--- src/rtl/conv_window_buffer.sv ---
// -----------------------------------------------------------------------------
// conv_window_buffer
// Sliding KxK window generator feeding the convolution multiply-adder tree.
// A raster-order pixel stream (at most one pixel per cycle) is written into
// K-1 line buffers. A KxK window register is shifted left on every accepted
// pixel. A flattened window is emitted for every valid-mode position, with no
// padding.
//
// Ports:
//   clock        rising-edge clock
//   reset        synchronous, active-high reset
//   pixel_in     input pixel, row-major, top-left first
//   pixel_valid  pixel_in accepted on this edge (no backpressure)
//   window_out   flattened window; element e = r*K + cc sits in
//                bits [PIX_W*(e+1)-1 : PIX_W*e] (r = 0 is the oldest row)
//   window_valid one-cycle pulse when window_out holds a new window
//   win_row      top-left row of the emitted window
//   win_col      top-left column of the emitted window
//   frame_done   pulse coinciding with the last window of a frame
// -----------------------------------------------------------------------------
module conv_window_buffer #(
    parameter int IMG_WIDTH  = 28,
    parameter int IMG_HEIGHT = 28,
    parameter int K          = 3,
    parameter int PIX_W      = 8
) (
    input  logic                          clock,
    input  logic                          reset,
    input  logic [PIX_W-1:0]              pixel_in,
    input  logic                          pixel_valid,
    output logic [K*K*PIX_W-1:0]          window_out,
    output logic                          window_valid,
    output logic [$clog2(IMG_HEIGHT)-1:0] win_row,
    output logic [$clog2(IMG_WIDTH)-1:0]  win_col,
    output logic                          frame_done
);

    localparam int CW = $clog2(IMG_WIDTH);
    localparam int RW = $clog2(IMG_HEIGHT);
    localparam int NB = K - 1;
    localparam int WW = K * K * PIX_W;

    localparam logic [CW-1:0] COL_LAST  = CW'(IMG_WIDTH - 1);
    localparam logic [RW-1:0] ROW_LAST  = RW'(IMG_HEIGHT - 1);
    localparam logic [CW-1:0] COL_FIRST = CW'(K - 1);
    localparam logic [RW-1:0] ROW_FIRST = RW'(K - 1);

    logic [CW-1:0] col_reg, col_next;
    logic [RW-1:0] row_reg, row_next;
    logic          accept;
    logic          emit;
    logic          last_pos;

    // Reset wins over a simultaneous pixel, which is dropped.
    assign accept   = pixel_valid & ~reset;
    // Windows whose left columns would wrap into the previous row are never emitted.
    assign emit     = accept && (row_reg >= ROW_FIRST) && (col_reg >= COL_FIRST);
    assign last_pos = (row_reg == ROW_LAST) && (col_reg == COL_LAST);

    always_comb begin
        col_next = col_reg;
        row_next = row_reg;
        if (reset) begin
            col_next = '0;
            row_next = '0;
        end else if (accept) begin
            if (col_reg == COL_LAST) begin
                col_next = '0;
                row_next = (row_reg == ROW_LAST) ? '0 : row_reg + RW'(1);
            end else begin
                col_next = col_reg + CW'(1);
            end
        end
    end

    always_ff @(posedge clock) begin
        if (reset) begin
            col_reg <= '0;
            row_reg <= '0;
        end else begin
            col_reg <= col_next;
            row_reg <= row_next;
        end
    end

    // -------------------------------------------------------------------------
    // Line buffers. The read port is registered and addressed with col_next.
    // This prefetches the column of the next pixel one cycle early, so tap[b]
    // already holds the pre-update buffer[b][col_reg] when that pixel arrives.
    // The read address never equals the write address on the same edge.
    // Idle cycles re-read the same column, which nothing has written since.
    // -------------------------------------------------------------------------
    logic [PIX_W-1:0] tap [NB];

    genvar gi, gj;
    generate
        for (gi = 0; gi < NB; gi++) begin : g_line
            logic [PIX_W-1:0] line_mem [IMG_WIDTH];
            logic [PIX_W-1:0] rd_data_reg;
            logic [PIX_W-1:0] wr_data;

            if (gi == 0) begin : g_head
                assign wr_data = pixel_in;
            end else begin : g_chain
                assign wr_data = tap[gi-1];
            end

            always_ff @(posedge clock) begin
                if (accept) begin
                    line_mem[col_reg] <= wr_data;
                end
                rd_data_reg <= line_mem[col_next];
            end

            assign tap[gi] = rd_data_reg;
        end
    endgenerate

    // -------------------------------------------------------------------------
    // Window register. Every row shifts toward element 0. The rightmost
    // column is loaded top to bottom from the oldest buffer to the live pixel.
    // -------------------------------------------------------------------------
    logic [WW-1:0] win_reg, win_next;

    generate
        for (gi = 0; gi < K; gi++) begin : g_row
            for (gj = 0; gj < K; gj++) begin : g_col
                localparam int E = gi * K + gj;
                if (gj < K - 1) begin : g_shift
                    assign win_next[E*PIX_W +: PIX_W] = win_reg[(E+1)*PIX_W +: PIX_W];
                end else if (gi == K - 1) begin : g_live
                    assign win_next[E*PIX_W +: PIX_W] = pixel_in;
                end else begin : g_buf
                    assign win_next[E*PIX_W +: PIX_W] = tap[K-2-gi];
                end
            end
        end
    endgenerate

    logic [WW-1:0] window_out_reg;
    logic          window_valid_reg;
    logic [RW-1:0] win_row_reg;
    logic [CW-1:0] win_col_reg;
    logic          frame_done_reg;

    always_ff @(posedge clock) begin
        if (reset) begin
            win_reg          <= '0;
            window_out_reg   <= '0;
            window_valid_reg <= 1'b0;
            win_row_reg      <= '0;
            win_col_reg      <= '0;
            frame_done_reg   <= 1'b0;
        end else begin
            if (accept) begin
                win_reg <= win_next;
            end
            window_valid_reg <= emit;
            frame_done_reg   <= emit && last_pos;
            // Output holds the last emitted window, even though win_reg moves on.
            if (emit) begin
                window_out_reg <= win_next;
                win_row_reg    <= row_reg - ROW_FIRST;
                win_col_reg    <= col_reg - COL_FIRST;
            end
        end
    end

    assign window_out   = window_out_reg;
    assign window_valid = window_valid_reg;
    assign win_row      = win_row_reg;
    assign win_col      = win_col_reg;
    assign frame_done   = frame_done_reg;

endmodule

--- config.mk ---
export PLATFORM = sky130hd
export DESIGN_NAME = conv_window_buffer
export DESIGN_NICKNAME = d
export VERILOG_FILES = /design/src/rtl/conv_window_buffer.sv
export SDC_FILE = /design/constraint.sdc
export NUM_CORES = 1
export LEC_CHECK = 0
export CAP_MARGIN = 5
export CORE_MARGIN = 2
export CORE_UTILIZATION = 33
export CTS_BUF_LIST = sky130_fd_sc_hd__clkbuf_8 sky130_fd_sc_hd__clkbuf_16
export CTS_CLUSTER_SIZE = 24
export DETAILED_ROUTE_END_ITERATION = 12
export GPL_ROUTABILITY_DRIVEN = 0
export PLACE_DENSITY_LB_ADDON = 0.05
export SLEW_MARGIN = 20
export SYNTH_ARGS = -nofsm -noshare
export SYNTH_HDL_FRONTEND = slang
export SYNTH_SLANG_ARGS = --single-unit
--- constraint.sdc ---
create_clock -name clock -period 2.8 [get_ports clock]
set_input_delay 0.28 -clock clock [delete_from_list [all_inputs] [get_ports clock]]
set_output_delay 0.28 -clock clock [all_outputs]
set_load 0.1 [all_outputs]
After elaboration in Yosys (flattened, before gate mapping). Memory sizes are Yosys's and may differ from the RTL's. A register that Yosys moved wholly into a read port is not among the register bits. Cells that the tools add are included.

RAM bits: 448. Memories: 2. Register bits after elaboration: 166. Output and inout bits: 84. Logic and storage cells: 31.

Equality and inequality tests: 2. Order comparisons: 2. Muxes and demuxes: 6. $add $sub $neg: 4. Reduce and logical (&&, ||, !) cells: 5. Bitwise operators: 2.

Memory list: g_line[0].line_mem (words 28, width 8, read ports 1, clocked after Yosys merged registers in 1, wr ports 1, RTL line 98) `logic [PIX_W-1:0] line_mem [IMG_WIDTH];`; g_line[1].line_mem (words 28, width 8, read ports 1, clocked after Yosys merged registers in 1, wr ports 1, RTL line 98).

Operators by type and width (count): $mux W5 (4); $add A5 B1 Y5 const B (2); $eq A5 B5 Y1 const B (2); $ge A5 B2 Y1 const B (2); $sub A5 B2 Y5 const B (2); $logic_and A1 B1 Y1 (4); $mux W1 (2); $reduce_and A2 Y1 (1); $and A1 B1 Y1 (1); $not A1 Y1 (1).

Logic depth before layout (Yosys ltp).
Depth after elaboration: 5. Gate-level depth with buffers: 13. Gate-level depth less buffers: 9.

Worst setup path before layout. OpenSTA, ideal clock, no wires.

Path kind: reg2reg. Start: register col_reg[0]. End: register g_line[0].rd_data_reg[7] (read register of g_line[0].line_mem). Setup slack: 182 ps. Stages on the path, launching flop included: 13. Arrival time: 2489 ps. Clock period less this slack: 2618 ps. Buffers on the path: 3. Cell sequence: dfxtp_1 -> buf_2 -> inv_1 -> ha_1 -> mux2i_2 -> or2_1 -> buf_2 -> inv_2 -> buf_2 -> mux4_2 -> mux2_2 -> o211ai_1 -> nand3_1.

Longest elaborated chain between the ends: 4.

RTL lines: from (decl) (RTL line 48) `logic [CW-1:0] col_reg, col_next;`; from (signal assigned) (RTL line 81) `col_reg <= col_next;`; $add A5 B1 Y5 or $eq A5 B5 Y1 (tied branches) (RTL line 71, 67); $mux W5 (RTL line 67) `if (col_reg == COL_LAST) begin`; $mux W5 (*) (RTL line 66) `end else if (accept) begin`; $mux W5 (*) (RTL line 63) `if (reset) begin`; to (decl) (RTL line 99) `logic [PIX_W-1:0] rd_data_reg;`.

Mark *: on every way between the ends. The rest lies on a longest branch, timed or not. A chain may end at the register's enable or synchronous reset.

Worst setup path after layout.
Start: register col_reg[1]. End: register g_line[0].rd_data_reg[7] (read register of g_line[0].line_mem).

The elaborated chain is that of the path after synthesis.

==> metrics.md <==
| Metric | Value |
|---|---|
| Global-route wire length before repair | 97.2 mm |
| FFs w/ async S/R, synth | 0% |
| Max Cap Violations | 0 |
| Post-Place Cells | 2718 |
| Area of the multi-input gates | 6060 sq um |
| Cell family with most CP delay | compound AO/OA/AOI/OAI gates |
| Status | complete, no violations |
| Total Wirelength | 67.6 mm |
| Worst Setup Start Kind | flop |
| CP required | 3.24 ns |
| Area grow syn2layout | 22.6% |
| Seq/Total Area, Yosys | 71.8% |
| Final hold violation count | 0 |
| Critical path's slowest cell | o211ai_1 |
| Final cell count without fillers | 2869 |
| Hold Path Class | flop to flop |
| Reg clk slew, reported paths | 0.06 ns |
| YS warnings | 0 |
| Hpwl dp | 40.2 mm |
| Critical Path AT | 3.15 ns |
| Iter 0 DRT Violations | 1127 |
| Most used DFF post-synth | edfxtp_1 |
| Chip width | 269 microns |
| Share of cells above drive strength 1 | 20.8% |
| Max reg flops | 448 |
| Power Density | 726 nW/um^2 |
| DRC | 0 |
| FF-to-FF setup slack | 0.09 ns |
| Pre-Repair DR Iteration Count | 5 |
| Average footprint of a synthesized cell | 13.8 sq um |
| DP Area | 25800 sq um |
| CP Buf/Inv Count | 3 |
| Max stage delay on crit path | 0.48 ns |
| Synthesized area | 23100 sq um |
| Final Util | 40.7% |
| # nets final | 1889 |
| Setup violations, final | 0 |
| Yosys cell types | 47 |
| Skew-Pair Late Insertion Delay | 0.60 ns |
| # IOs | 95 |
| Maximum VDD drop | 0.478 mV |
| Leakage power | 0.00982 uW |
| Clock tree from TritonCTS | yes |
| Routed Antenna Nets | 0 |
| Vias per cell | 4.96 |
| Vias in the first global route | 14000 |
| Crit Path Max Fanout | 29 |
| Worst slew pin tran | 1.10 ns |
| Cell mode on critical path | o211ai_1 |
| Total congestion overflow | 0 |
| Clk sink count | 606 |
| DR vias | 14200 |
| Layout fillers | 6624 |
| Max clock buf depth | 3 |
| Core area | 69800 sq um |
| Die area | 72300 sq um |
| Initial antenna violation count | 2 |
| Root buf cell | clkbuf_16 |
| Register area | 16600 sq um |
| Max-slew violation count | 0 |
| RSZ-0062 raised after global routing | false |
| Wire per inst | 23.6 microns |
| Period utilisation layout | 96.8% |
| Die Y | 269 microns |
| Row cnt | 97 |
| Fmax | 369 MHz |
| Number of port buffers | 94 |
| Worst-path cell chain | buf_4 -> ha_1 -> nand2_1 -> o211ai_1 -> clkinv_2 -> buf_12 -> a211oi_1 -> a31oi_1 -> o211ai_1 -> nand3_1 |
| Syn nets | 1697 |
| CP Capture Type | flop |
| TritonCTS Buffers | 70 |
| Synth Instances | 1676 |
| Number of synthesized flops with an enable pin | 448 |
| H-tree depth | 3 |
| Post-layout min period | 2.71 ns |
| WS Path Type | flop to flop |
| Initial Utilization | 33.2% |
| Post-route cell area | 28400 sq um |
| Worst slew margin | 26.7% |
| Pin count of the biggest net entering global routing | 83 |
| Gr usage total | 18.6% |
| Register bit total from synthesis | 606 |
| Post-route clock skew | 0.0272 ns |
-- worst paths after layout --
path / from / endpoint / cells after the start
setup / recovery: col_reg[1] / g_line[0].rd_data_reg[7] / 10
hold / removal: window_out[1] / window_out[1] / 2
setup reg to reg: col_reg[1] / g_line[0].rd_data_reg[7] / 10
hold reg to reg: window_out[1] / window_out[1] / 2
-- kinds of logic (layout without fill, tap and decap cells) --
group           after synthesis  in the layout  share of synthesized area, %
buf+inv                     143            392                          2.56
mux                         136            136                          7.71
other cells                   0              4                             0
xor+xnor                      6              6                         0.260
fa+ha+maj                    10             10                         0.541
simple gates                501            501                          9.42
flops                       606            606                          71.8
compound gates              274            274                          7.70
-- metal layers --
| layer | global-route usage (%) | wire [microns] | up-vias |
|---|---|---|---|
| li1 | - | - | 6641 |
| met1 | 26.4 | 31700 | 7240 |
| met2 | 29.8 | 31600 | 293 |
| met3 | 2.98 | 3080 | 69 |
| met4 | 4.94 | 1190 | 0 |
| met5 | 0 | 0 | - |
-- placed cells by master (no fill, tap or decap), types with 3 or more instances in the layout --
cell type,instances
edfxtp_1,448
a31oi_1,34
xnor2_1,3
mux2i_1,87
nor2_1,91
ha_1,9
nor3_1,5
o21ai_0,18
clkbuf_8,12
nand3_1,38
a211oi_1,47
a21oi_1,85
nand2b_1,3
clkdlybuf4s50_1,8
nand2_1,292
mux2_2,15
buf_12,20
clkbuf_16,77
o211ai_1,31
nor3b_1,43
diode_2,4
o22ai_1,17
inv_1,40
buf_6,6
o311ai_1,6
a32oi_1,16
mux4_2,32
o311ai_2,4
or2_2,3
clkinv_1,9
o2111ai_1,3
bufinv_16,3
dfxtp_1,157
and3_1,14
o311ai_0,3
buf_4,194
clkinv_2,16
-- final cells by class --
cell class              count  area share [%]
well taps                 940            4.14
multi-input cells         927            21.3
diodes                      4          0.0353
clock buffers              88            7.28
clock inverters            41           0.970
flip-flops and latches    606            58.6
repair buffers            231            7.24
inverters                  32           0.441
-- what timing repair did --
action	4_1_cts	5_1_grt
gates resized for setup	10	9
endpoints found under the hold margin	2	0
hold buffers	1	0
endpoints found under the setup margin	6	9
pin swaps	3	5
buffers inserted	0	16
cloned	0	1
-- per-stage QoR --
| step | hold slack [ns] | setup TNS [ns] | worst slack [ns] | total power (uW) |
|---|---|---|---|---|
| floorplan | 0.379 | 0 | 0.182 | 10900 |
| global placement | 0.443 | -0.548 | -0.166 | 11600 |
| detailed placement | 0.446 | -0.812 | -0.179 | 11600 |
| CTS | 0.452 | -0.00144 | -0.00144 | 20900 |
| global route | 0.472 | 0 | 0.00150 | 21400 |
| finish | 0.453 | 0 | 0.0894 | 20600 |
-- power by group --
part,total [uW],internal (uW),switching (uW),leakage [uW]
clock network,9140,5480,3650,0.00122
logic,1440,539,898,0.00328
registers,10000,9860,176,0.00532
total,20600,15900,4730,0.00982
-- Yosys cell counts (all sizes together) (32+ instances only) --
library cell	n	share of area, %
a211oi	49	1.6
a21oi	85	1.8
a31oi	34	0.92
buf	46	0.98
clkbuf	65	1.1
dfxtp	158	14
edfxtp	448	58
inv	32	0.52
mux2i	89	3.9
mux4	32	3.1
nand2	292	4.7
nand3	39	0.84
nor2	91	1.5
nor3b	43	1.4
-- worst min-delay path, stage by stage, from the launching register on --
cell,delay (ns)
dfxtp_1,0.30
nand2_1,0.05
a21oi_1,0.05
(Power assumes the default switching activity.)
